## config.mk

```make
export PLATFORM = sky130hd
export DESIGN_NAME = imc_accum_ctrl_flat
export DESIGN_NICKNAME = d
export VERILOG_FILES = /design/src/rtl/imc_accum_ctrl_if.sv /design/src/rtl/imc_accum_ctrl.sv /design/src/flat_wrapper.sv
export SDC_FILE = /design/constraint.sdc
export NUM_CORES = 1
export LEC_CHECK = 0
export BUFFER_PORTS_ARGS = -buffer_cell sky130_fd_sc_hd__buf_2
export CAP_MARGIN = 20
export CORE_MARGIN = 2
export CORE_UTILIZATION = 51
export DETAILED_ROUTE_END_ITERATION = 6
export PLACE_DENSITY = 0.73
export SLEW_MARGIN = 20
export SYNTH_ARGS = -nofsm -noshare
export SYNTH_HDL_FRONTEND = slang
export SYNTH_SLANG_ARGS = --single-unit
export TNS_END_PERCENT = 30
```

## constraint.sdc

```tcl
create_clock -name clk -period 2.34 [get_ports clk]
set_input_delay 0.351 -clock clk [delete_from_list [all_inputs] [get_ports clk]]
set_output_delay 0.351 -clock clk [all_outputs]
set_load 0.01 [all_outputs]
```

## src/rtl/imc_accum_ctrl_if.sv

```systemverilog
// Bundle of the sequencer-side and datapath-side signals of imc_accum_ctrl.
// The controller uses the slave modport; whatever drives it (sequencer,
// adder-tree model, bench) uses the master modport.
//
// Handshakes:
//   start        : single-cycle request, looked at only while the controller
//                  is idle; in_bits / signed_mode are captured with it.
//   plane_req    : one-cycle pulse; plane_idx is meaningful only alongside it.
//   psum_valid   : psum is consumed on any cycle it is high while the
//                  controller waits for a plane, and ignored otherwise.
//   out_valid    : out_data is held stable while out_valid is high; the
//                  result transfers on the rising edge where
//                  out_valid && out_ready.
interface imc_accum_ctrl_if #(
  parameter int PSUM_W = 10,
  parameter int ACC_W  = 19
);
  logic              start;
  logic [3:0]        in_bits;
  logic              signed_mode;
  logic              busy;
  logic              plane_req;
  logic [2:0]        plane_idx;
  logic [PSUM_W-1:0] psum;
  logic              psum_valid;
  logic              out_valid;
  logic              out_ready;
  logic [ACC_W-1:0]  out_data;
  logic              err;

  modport master (
    output start, in_bits, signed_mode, psum, psum_valid, out_ready,
    input  busy, plane_req, plane_idx, out_valid, out_data, err
  );

  modport slave (
    input  start, in_bits, signed_mode, psum, psum_valid, out_ready,
    output busy, plane_req, plane_idx, out_valid, out_data, err
  );
endinterface

```

## src/rtl/imc_accum_ctrl.sv

```systemverilog
// Bit-serial accumulation controller for the IMC adder tree.
// Walks the bit-planes of one input vector MSB first: requests a plane,
// waits for the adder-tree partial sum and shift-accumulates it into a
// signed result. In two's-complement mode the MSB plane carries negative
// weight, so its partial sum is subtracted instead of added.
// plane_idx is 3 bits wide, so MAX_BITS must not exceed 8.
module imc_accum_ctrl #(
  parameter int PSUM_W   = 10,
  parameter int MAX_BITS = 8,
  parameter int ACC_W    = PSUM_W + MAX_BITS + 1,
  parameter int TIMEOUT  = 64
) (
  input  logic              clk,
  input  logic              rst,
  imc_accum_ctrl_if.slave   bus,
  output logic [1:0]        o_dbg_state
);

  localparam logic [1:0] S_IDLE  = 2'd0;
  localparam logic [1:0] S_ISSUE = 2'd1;
  localparam logic [1:0] S_WAIT  = 2'd2;
  localparam logic [1:0] S_DONE  = 2'd3;

  localparam int         TMO_W      = $clog2(TIMEOUT + 1);
  localparam logic [3:0] MAX_BITS_4 = 4'(MAX_BITS);

  logic [1:0]       r_state;
  logic [2:0]       r_cnt;      // index of the plane currently in flight
  logic             r_signed;   // latched signed_mode
  logic             r_first;    // next accumulated plane is the MSB plane
  logic [TMO_W-1:0] r_tmo;      // wait cycles seen for the current plane
  logic [ACC_W-1:0] r_acc;
  logic             r_err;

  logic             w_start_ok;
  logic             w_take_psum;
  logic             w_tmo_hit;
  logic [ACC_W-1:0] w_psum_ext;
  logic [ACC_W-1:0] w_acc_shl;
  logic [ACC_W-1:0] w_acc_next;

  // A start is legal only with a precision of 1..MAX_BITS planes.
  assign w_start_ok = (bus.in_bits != 4'd0) && (bus.in_bits <= MAX_BITS_4);

  // psum is only meaningful while waiting on a requested plane.
  assign w_take_psum = (r_state == S_WAIT) && bus.psum_valid;

  // True on the TIMEOUT-th consecutive wait cycle without a partial sum.
  assign w_tmo_hit = (r_tmo == TMO_W'(TIMEOUT - 1));

  // Partial sums are unsigned; widen with zeros before the signed math.
  assign w_psum_ext = {{(ACC_W - PSUM_W){1'b0}}, bus.psum};
  assign w_acc_shl  = {r_acc[ACC_W-2:0], 1'b0};

  // MSB plane of a two's-complement input has weight -2^(N-1).
  assign w_acc_next = (r_signed && r_first) ? (w_acc_shl - w_psum_ext)
                                            : (w_acc_shl + w_psum_ext);

  // Control FSM: plane sequencing, timeout supervision and error pulses.
  always_ff @(posedge clk) begin
    if (rst) begin
      r_state  <= S_IDLE;
      r_cnt    <= 3'd0;
      r_signed <= 1'b0;
      r_first  <= 1'b0;
      r_tmo    <= '0;
      r_err    <= 1'b0;
    end else begin
      r_err <= 1'b0;
      case (r_state)
        S_IDLE: begin
          if (bus.start) begin
            if (w_start_ok) begin
              r_signed <= bus.signed_mode;
              r_first  <= 1'b1;
              r_cnt    <= 3'(bus.in_bits - 4'd1);
              r_state  <= S_ISSUE;
            end else begin
              r_err <= 1'b1;
            end
          end
        end

        S_ISSUE: begin
          r_tmo   <= '0;
          r_state <= S_WAIT;
        end

        S_WAIT: begin
          if (bus.psum_valid) begin
            r_first <= 1'b0;
            if (r_cnt == 3'd0) begin
              r_state <= S_DONE;
            end else begin
              r_cnt   <= r_cnt - 3'd1;
              r_state <= S_ISSUE;
            end
          end else if (w_tmo_hit) begin
            r_err   <= 1'b1;
            r_state <= S_IDLE;
          end else begin
            r_tmo <= r_tmo + TMO_W'(1);
          end
        end

        S_DONE: begin
          if (bus.out_ready) begin
            r_state <= S_IDLE;
          end
        end

        default: begin
          r_state <= S_IDLE;
        end
      endcase
    end
  end

  // Accumulator: cleared on an accepted start, updated once per plane,
  // dropped on a timeout so a stale partial result can never be presented.
  always_ff @(posedge clk) begin
    if (rst) begin
      r_acc <= '0;
    end else if ((r_state == S_IDLE) && bus.start && w_start_ok) begin
      r_acc <= '0;
    end else if (w_take_psum) begin
      r_acc <= w_acc_next;
    end else if ((r_state == S_WAIT) && w_tmo_hit) begin
      r_acc <= '0;
    end
  end

  // Outputs decode straight from the state so they are 0 right after reset.
  assign bus.busy      = (r_state != S_IDLE);
  assign bus.plane_req = (r_state == S_ISSUE);
  assign bus.plane_idx = (r_state == S_ISSUE) ? r_cnt : 3'd0;
  assign bus.out_valid = (r_state == S_DONE);
  assign bus.out_data  = (r_state == S_DONE) ? r_acc : '0;
  assign bus.err       = r_err;

  assign o_dbg_state = r_state;

endmodule
```

## src/flat_wrapper.sv

```systemverilog
// flat-port wrapper written by rule: the top's interface ports become plain ports
module imc_accum_ctrl_flat 
#(
  parameter int PSUM_W   = 10,
  parameter int MAX_BITS = 8,
  parameter int ACC_W    = PSUM_W + MAX_BITS + 1,
  parameter int TIMEOUT  = 64
)
  (clk, rst, o_dbg_state, bus_start, bus_in_bits, bus_signed_mode, bus_psum, bus_psum_valid, bus_out_ready, bus_busy, bus_plane_req, bus_plane_idx, bus_out_valid, bus_out_data, bus_err);
  imc_accum_ctrl_if #(.PSUM_W(PSUM_W), .ACC_W(ACC_W)) bus_i ();
  input  logic clk;
  input  logic rst;
  output logic [1:0] o_dbg_state;
  input wire logic [$bits(bus_i.start)-1:0] bus_start;
  input wire logic [$bits(bus_i.in_bits)-1:0] bus_in_bits;
  input wire logic [$bits(bus_i.signed_mode)-1:0] bus_signed_mode;
  input wire logic [$bits(bus_i.psum)-1:0] bus_psum;
  input wire logic [$bits(bus_i.psum_valid)-1:0] bus_psum_valid;
  input wire logic [$bits(bus_i.out_ready)-1:0] bus_out_ready;
  output wire logic [$bits(bus_i.busy)-1:0] bus_busy;
  output wire logic [$bits(bus_i.plane_req)-1:0] bus_plane_req;
  output wire logic [$bits(bus_i.plane_idx)-1:0] bus_plane_idx;
  output wire logic [$bits(bus_i.out_valid)-1:0] bus_out_valid;
  output wire logic [$bits(bus_i.out_data)-1:0] bus_out_data;
  output wire logic [$bits(bus_i.err)-1:0] bus_err;
  assign bus_i.start = bus_start;
  assign bus_i.in_bits = bus_in_bits;
  assign bus_i.signed_mode = bus_signed_mode;
  assign bus_i.psum = bus_psum;
  assign bus_i.psum_valid = bus_psum_valid;
  assign bus_i.out_ready = bus_out_ready;
  assign bus_busy = bus_i.busy;
  assign bus_plane_req = bus_i.plane_req;
  assign bus_plane_idx = bus_i.plane_idx;
  assign bus_out_valid = bus_i.out_valid;
  assign bus_out_data = bus_i.out_data;
  assign bus_err = bus_i.err;
  imc_accum_ctrl #(.PSUM_W(PSUM_W), .MAX_BITS(MAX_BITS), .ACC_W(ACC_W), .TIMEOUT(TIMEOUT)) u_core (.clk(clk), .rst(rst), .bus(bus_i), .o_dbg_state(o_dbg_state));
endmodule
```

---- Yosys cells after proc, flatten, opt, wreduce, memory -nomap -nowiden ----
Cells that the tools add are included.
W data, S select, Z words.
storage, ports and cells
  flip-flop bits (word level) ............. 34
  output and inout bits ................... 28
  input bits .............................. 20
cells by class
  equality and inequality tests ........... 12
  reductions and logical operators ........ 19
  add/sub/neg operators ................... 5
  multiplexer cells ....................... 29
  $lt $le $gt $ge ......................... 1
operators by type and width
  cell                   number
  $mux W19               4
  $add A19 B10 Y19       1
  $sub A19 B10 Y19       1
  $mux W3                5
  $mux W7                2
  $pmux W7 S2            1
  $mux W2                6
  $ne A2 B2 Y1 const B   6
  $pmux W2 S4            1
  $reduce_and A4 Y1      2
  $reduce_bool A2 Y1     4
  $add A7 B1 Y7 const B  1
  $eq A7 B6 Y1 const B   1
  $mux W1                7
  $logic_and A1 B1 Y1    6
  $pmux W3 S2            1
  $reduce_and A3 Y1      2
  $sub A3 B1 Y3 const B  2
  $reduce_and A5 Y1      1
  $eq A2 B2 Y1 const B   2
  $le A4 B4 Y1 const B   1
  $pmux W1 S2            2
  $reduce_bool A4 Y1     1
  $logic_not A3 Y1       1
  5 further kinds        5

---- Logic depth before layout (Yosys ltp) ----
  depth after elaboration ................. 5
  mapped depth ............................ 10

---- Worst setup path after synthesis ----
OpenSTA, ideal clock, no wires.
  path kind ............................... register -> register
  start point ............................. reg u_core.r_acc[0]
  end point ............................... reg u_core.r_acc[17]
  clock period less this slack ............ 2320 ps
  buffers on the path ..................... 0
  path slack .............................. 20 ps
  required time ........................... 2223 ps
  arrival time ............................ 2204 ps
  stages on the path, launching flop included .. 11
  cells stage by stage .................... dfxtp_1 -> ha_1 -> inv_1 -> fa_1 -> o21ba_1 -> nor4_2 -> nor3_4 -> nor3b_1 -> a32oi_1 -> xnor2_1 -> a22o_1
between the ends
  word-level cells in the longest chain between the ends .. 3
  elaborated cells on any way between the ends .. 4
  classes of those cells .................. add/sub: 2; mux: 2
ends and longest elaborated chain
  what                                                  line                                        source
  start: declaration                                    imc_accum_ctrl.sv:32                        logic [ACC_W-1:0] r_acc;
  start signal: assignment                              imc_accum_ctrl.sv:127                       r_acc <= w_acc_next;
  $add A19 B10 Y19 or $sub A19 B10 Y19 (tied branches)  imc_accum_ctrl.sv:57, imc_accum_ctrl.sv:56
  $mux W19 *                                            imc_accum_ctrl.sv:56                        assign w_acc_next = (r_signed && r_first) ? (w_acc_shl - w_psum_ext)
  $mux W19 *                                            imc_accum_ctrl.sv:126                       end else if (w_take_psum) begin
Every way passes the cells marked *; elsewhere a longest branch is shown, timed or not.
A chain may end at the register's enable or synchronous reset.

---- Worst setup path after layout ----
  start point ............................. reg u_core.r_acc[0]
  end point ............................... reg u_core.r_acc[15]
Same word-level chain as after synthesis.

==> summary.txt <==
Critical path
  – RR Endpoint: u_core.r_acc[15]
  – Worst R2R Start: u_core.r_acc[0]
  – Crit-path max FO: 3
  – Crit path capture: u_core.r_acc[15]
  – Flop2flop setup slack: roughly 50 ps
  – Endpoint type of the worst setup path: flip-flop
  – Crit path kind: reg -> reg
  – R2R cell count: 10
  – Req. time, crit path: approximately 2600 ps
  – CP startpoint: u_core.r_acc[0]
  – Worst setup SP type: flip-flop
  – Crit path DAT: roughly 2500 ps

Layout
  – ANT cells: 0
  – Multi-input logic area: roughly 2000 µm²
  – Nets: 465
  – P&R area growth vs syn: 21.46%
  – Register area: 681.9 µm²
  – Fill count: 494
  – Ratio of cells with drive above 1 in the final layout: between 20% and 30%

Routing
  – Vias after detailed routing: 2824
  – Initial DRT Pass Iterations: 4
  – Vias per inst: around 5.7
  – Routed Antenna Nets: 0
  – WL final: roughly 7400 µm
  – DR iter-0 viols: between 200 and 250
  – WL per Instance: about 15 µm
  – DRC viols: 0

Floorplan
  – Initial core utilization: about 52%
  – # IOs: 48
  – Chip height: between 70 and 80 µm
  – Die area: slightly above 6000 µm²
  – Die width: about 78 µm
  – Cell row count: 27
  – Core area: ~5400 µm²

Yosys
  – Post-Synth Adder-Cell Area: roughly a tenth
  – Synth Instances: 360
  – Synth Register Bits: 34
  – Post-synth EDFFs: 0
  – Predominant post-synthesis flop cell: dfxtp_1
  – Post-synthesis sequential area ratio: between 20% and 30%
  – Yosys warning count: 0
  – Area contributors post-synth: dfxtp_1 24%, ha_1 8.9%, and3_1 4.9%, nor2_1 4.8%, a22o_1 4.1%
  – Mux contribution to synthesized area: ~1.8%
  – Simple-Gate Fraction of Synth Area: 26.54%
  – Post-synthesis compound-gate area fraction: a little under a quarter
  – Leading area contributor after synthesis: dfxtp_1
  – Main combinational cell family by area after synthesis: simple AND/OR/NAND/NOR gates
  – Post-Synth XOR/XNOR Area: around 6.5%
  – Count of cell types in the netlist: 61
  – Mapped cell area: 2810 µm²
  – Area fraction of the dominant cell type after synthesis: approximately a quarter
  – Synth Net Count: 402
  – Syn_area_per_cell: roughly 8 µm²
  – Ys async rst share: 0%

Clocking
  – Clk buf depth: 2
  – Clk_lat worst skew: 280 ps
  – CTS root buf: clkbuf_8
  – Clock tree sinks: 34
  – CTS clock-pin slew for the worst setup and hold paths: about 70 ps
  – Max H-tree Level: 2
  – Hold-fix buffers, CTS: 0
  – CTS tree: built
  – CTS Buf Count: 5

Power
  – Max IR drop VDD: between 0.0003 and 0.0004 V
  – LEAKAGE: about 0.0016 µW
  – Pwr Density: roughly 390 nW/µm²
  – Pwr Total: about 1300 µW

Placed design
  – Hpwl dp: about 5600 µm
  – Pre-CTS setup slack: -91.52 ps
  – PortBufs: between 40 and 50
  – GPL Wtd Cong: around 0.92

Min path
  – Worst hold path cell count: 3
  – Worst Hold Class: in -> reg

Flow run
  – Number of max-cap violations: 0

Global route
  – Initial antenna violation count: 0
  – Largest net degree at the start of global routing: 32
  – Total Routing Usage GR: 24.53%
  – First-pass GRT wire length: 12110 µm
  – Vias in the first global route: 2591
  – GRT overflow: 0

Timing
  – Rel. slew slack: between 30 and 40%
  – Setup ws final: between 50 and 60 ps
  – RSZ-0062 raised after global routing: true
  – Final period util: 97.80%
  – Achievable Freq: 436.9 MHz
  – Final Hold Viols: 0
  – Setup violators final: 0
  – Fin crit period: 2289 ps
  – Clk_skew: approximately 6.5 ps
  – Worst-margin pin slew: between 1000 and 1500 ps
  – Max Slew Vio Count: 0

Outcome
  – Status: finished clean
-- cells in the mapped netlist, drive strengths merged (2+ instances only) --
library cell	number
nor2	36
dfxtp	34
a21oi	23
nand2	23
and3	22
inv	22
ha	20
o21ai	17
a22o	13
nor3	13
clkbuf	12
xor2	11
xnor2	10
buf	9
a22oi	8
a31oi	8
nand3	8
nor2b	8
and2	6
a211oi	5
nand2b	5
a21o	4
mux2i	4
nand4	3
o31ai	3
or3	3
or4	3
a2bb2oi	2
a32oi	2
fa	2
o2111ai	2
o211ai	2
o22ai	2
-- timing repair --
action | 4_1_cts | 5_1_grt
gates resized for setup | 2 | 13
buffers inserted | 0 | 1
setup endpoints to repair | 3 | 12
pin swaps | 0 | 10
-- placed cells by master (no fill, tap or decap), types with 6 or more instances in the layout --
| cell | Yosys | routed |
|---|---|---|
| nand3_1 | 7 | 7 |
| xor2_1 | 11 | 11 |
| buf_4 | 1 | 30 |
| o21ai_0 | 11 | 11 |
| a31oi_1 | 8 | 7 |
| ha_1 | 20 | 19 |
| and3_1 | 22 | 22 |
| a22oi_1 | 7 | 6 |
| nor2_1 | 36 | 36 |
| o21ai_1 | 6 | 6 |
| inv_1 | 22 | 22 |
| xnor2_1 | 10 | 10 |
| a22o_1 | 13 | 13 |
| a21oi_1 | 22 | 21 |
| dfxtp_1 | 34 | 33 |
| nor3_1 | 11 | 10 |
| buf_2 | 5 | 47 |
| clkbuf_8 | 0 | 6 |
| nand2_1 | 23 | 23 |
-- state kept, by name, summed over array words and instances, names as in the netlist --
name,cells
u_core.bus.err,1
u_core.o_dbg_state,2
u_core.r_acc,19
u_core.r_cnt,3
u_core.r_first,1
u_core.r_signed,1
u_core.r_tmo,7
-- worst max-delay path, stage by stage, from the launching register on --
cell     delay [ps]
dfxtp_2         340
ha_1            160
inv_1            60
fa_2            340
o21ba_2         230
nor4_2          130
buf_4           160
nor3_4           50
or4_1           530
a21o_1          190
nand3_2          50
-- worst min path at each step --
stage / startpoint / to / slack [ps]
after floorplan: u_core.r_tmo[6] / u_core.r_tmo[6] / 420
after global placement: u_core.r_tmo[6] / u_core.r_tmo[6] / 430
after detailed placement: u_core.r_tmo[6] / u_core.r_tmo[6] / 440
after CTS: bus_signed_mode / u_core.r_signed / 310
after global routing: bus_signed_mode / u_core.r_signed / 320
final: bus_signed_mode / u_core.r_signed / 330
-- area by class of cell --
cell class                 instances  area share, %
multi-input combinational        283          58.80
sequential                        34          19.98
timing repair buffer              77          13.49
tap                               72          2.639
clock buffer                       7          2.529
inverter                          22          2.419
clock inverter                     1         0.1466
-- logic make-up after synthesis --
family,after synthesis
muxes,5
DFF,34
xor gates and xnor gates,21
adders and majority gates,22
buffers and inverters,43
and+or+nand+nor,137
AOI/OAI and AO/OA,98
-- stage by stage --
step                util (%)  hold WS [ps]  TNS [ps]  instance area [µm²]  cells
floorplan                  -         421.7         0                 2810    360
global placement       60.12         433.1    -266.5                 3249    487
detailed placement     60.12         440.0    -385.8                 3249    487
CTS                    61.92         314.1         0                 3347    495
global route           63.15         320.7    -134.2                 3413    496
finish                 63.15         325.4         0                 3413    496
-- power breakdown --
group	total (µW)	internal (µW)	switching [µW]
logic	280	113	167
registers	604	593	11.0
clock network	445	237	208
total	1330	943	386
-- metal layers --
metal / part of all wire (%) / vias to the layer above / global-route usage [%]
li1: - / 1419 / -
met2: 49 / 75 / 41.90
met4: 1.6 / 0 / 6.842
met1: 45 / 1316 / 32.14
met5: 0 / - / 0
met3: 4.3 / 14 / 3.793
(Power assumes the default switching activity.)
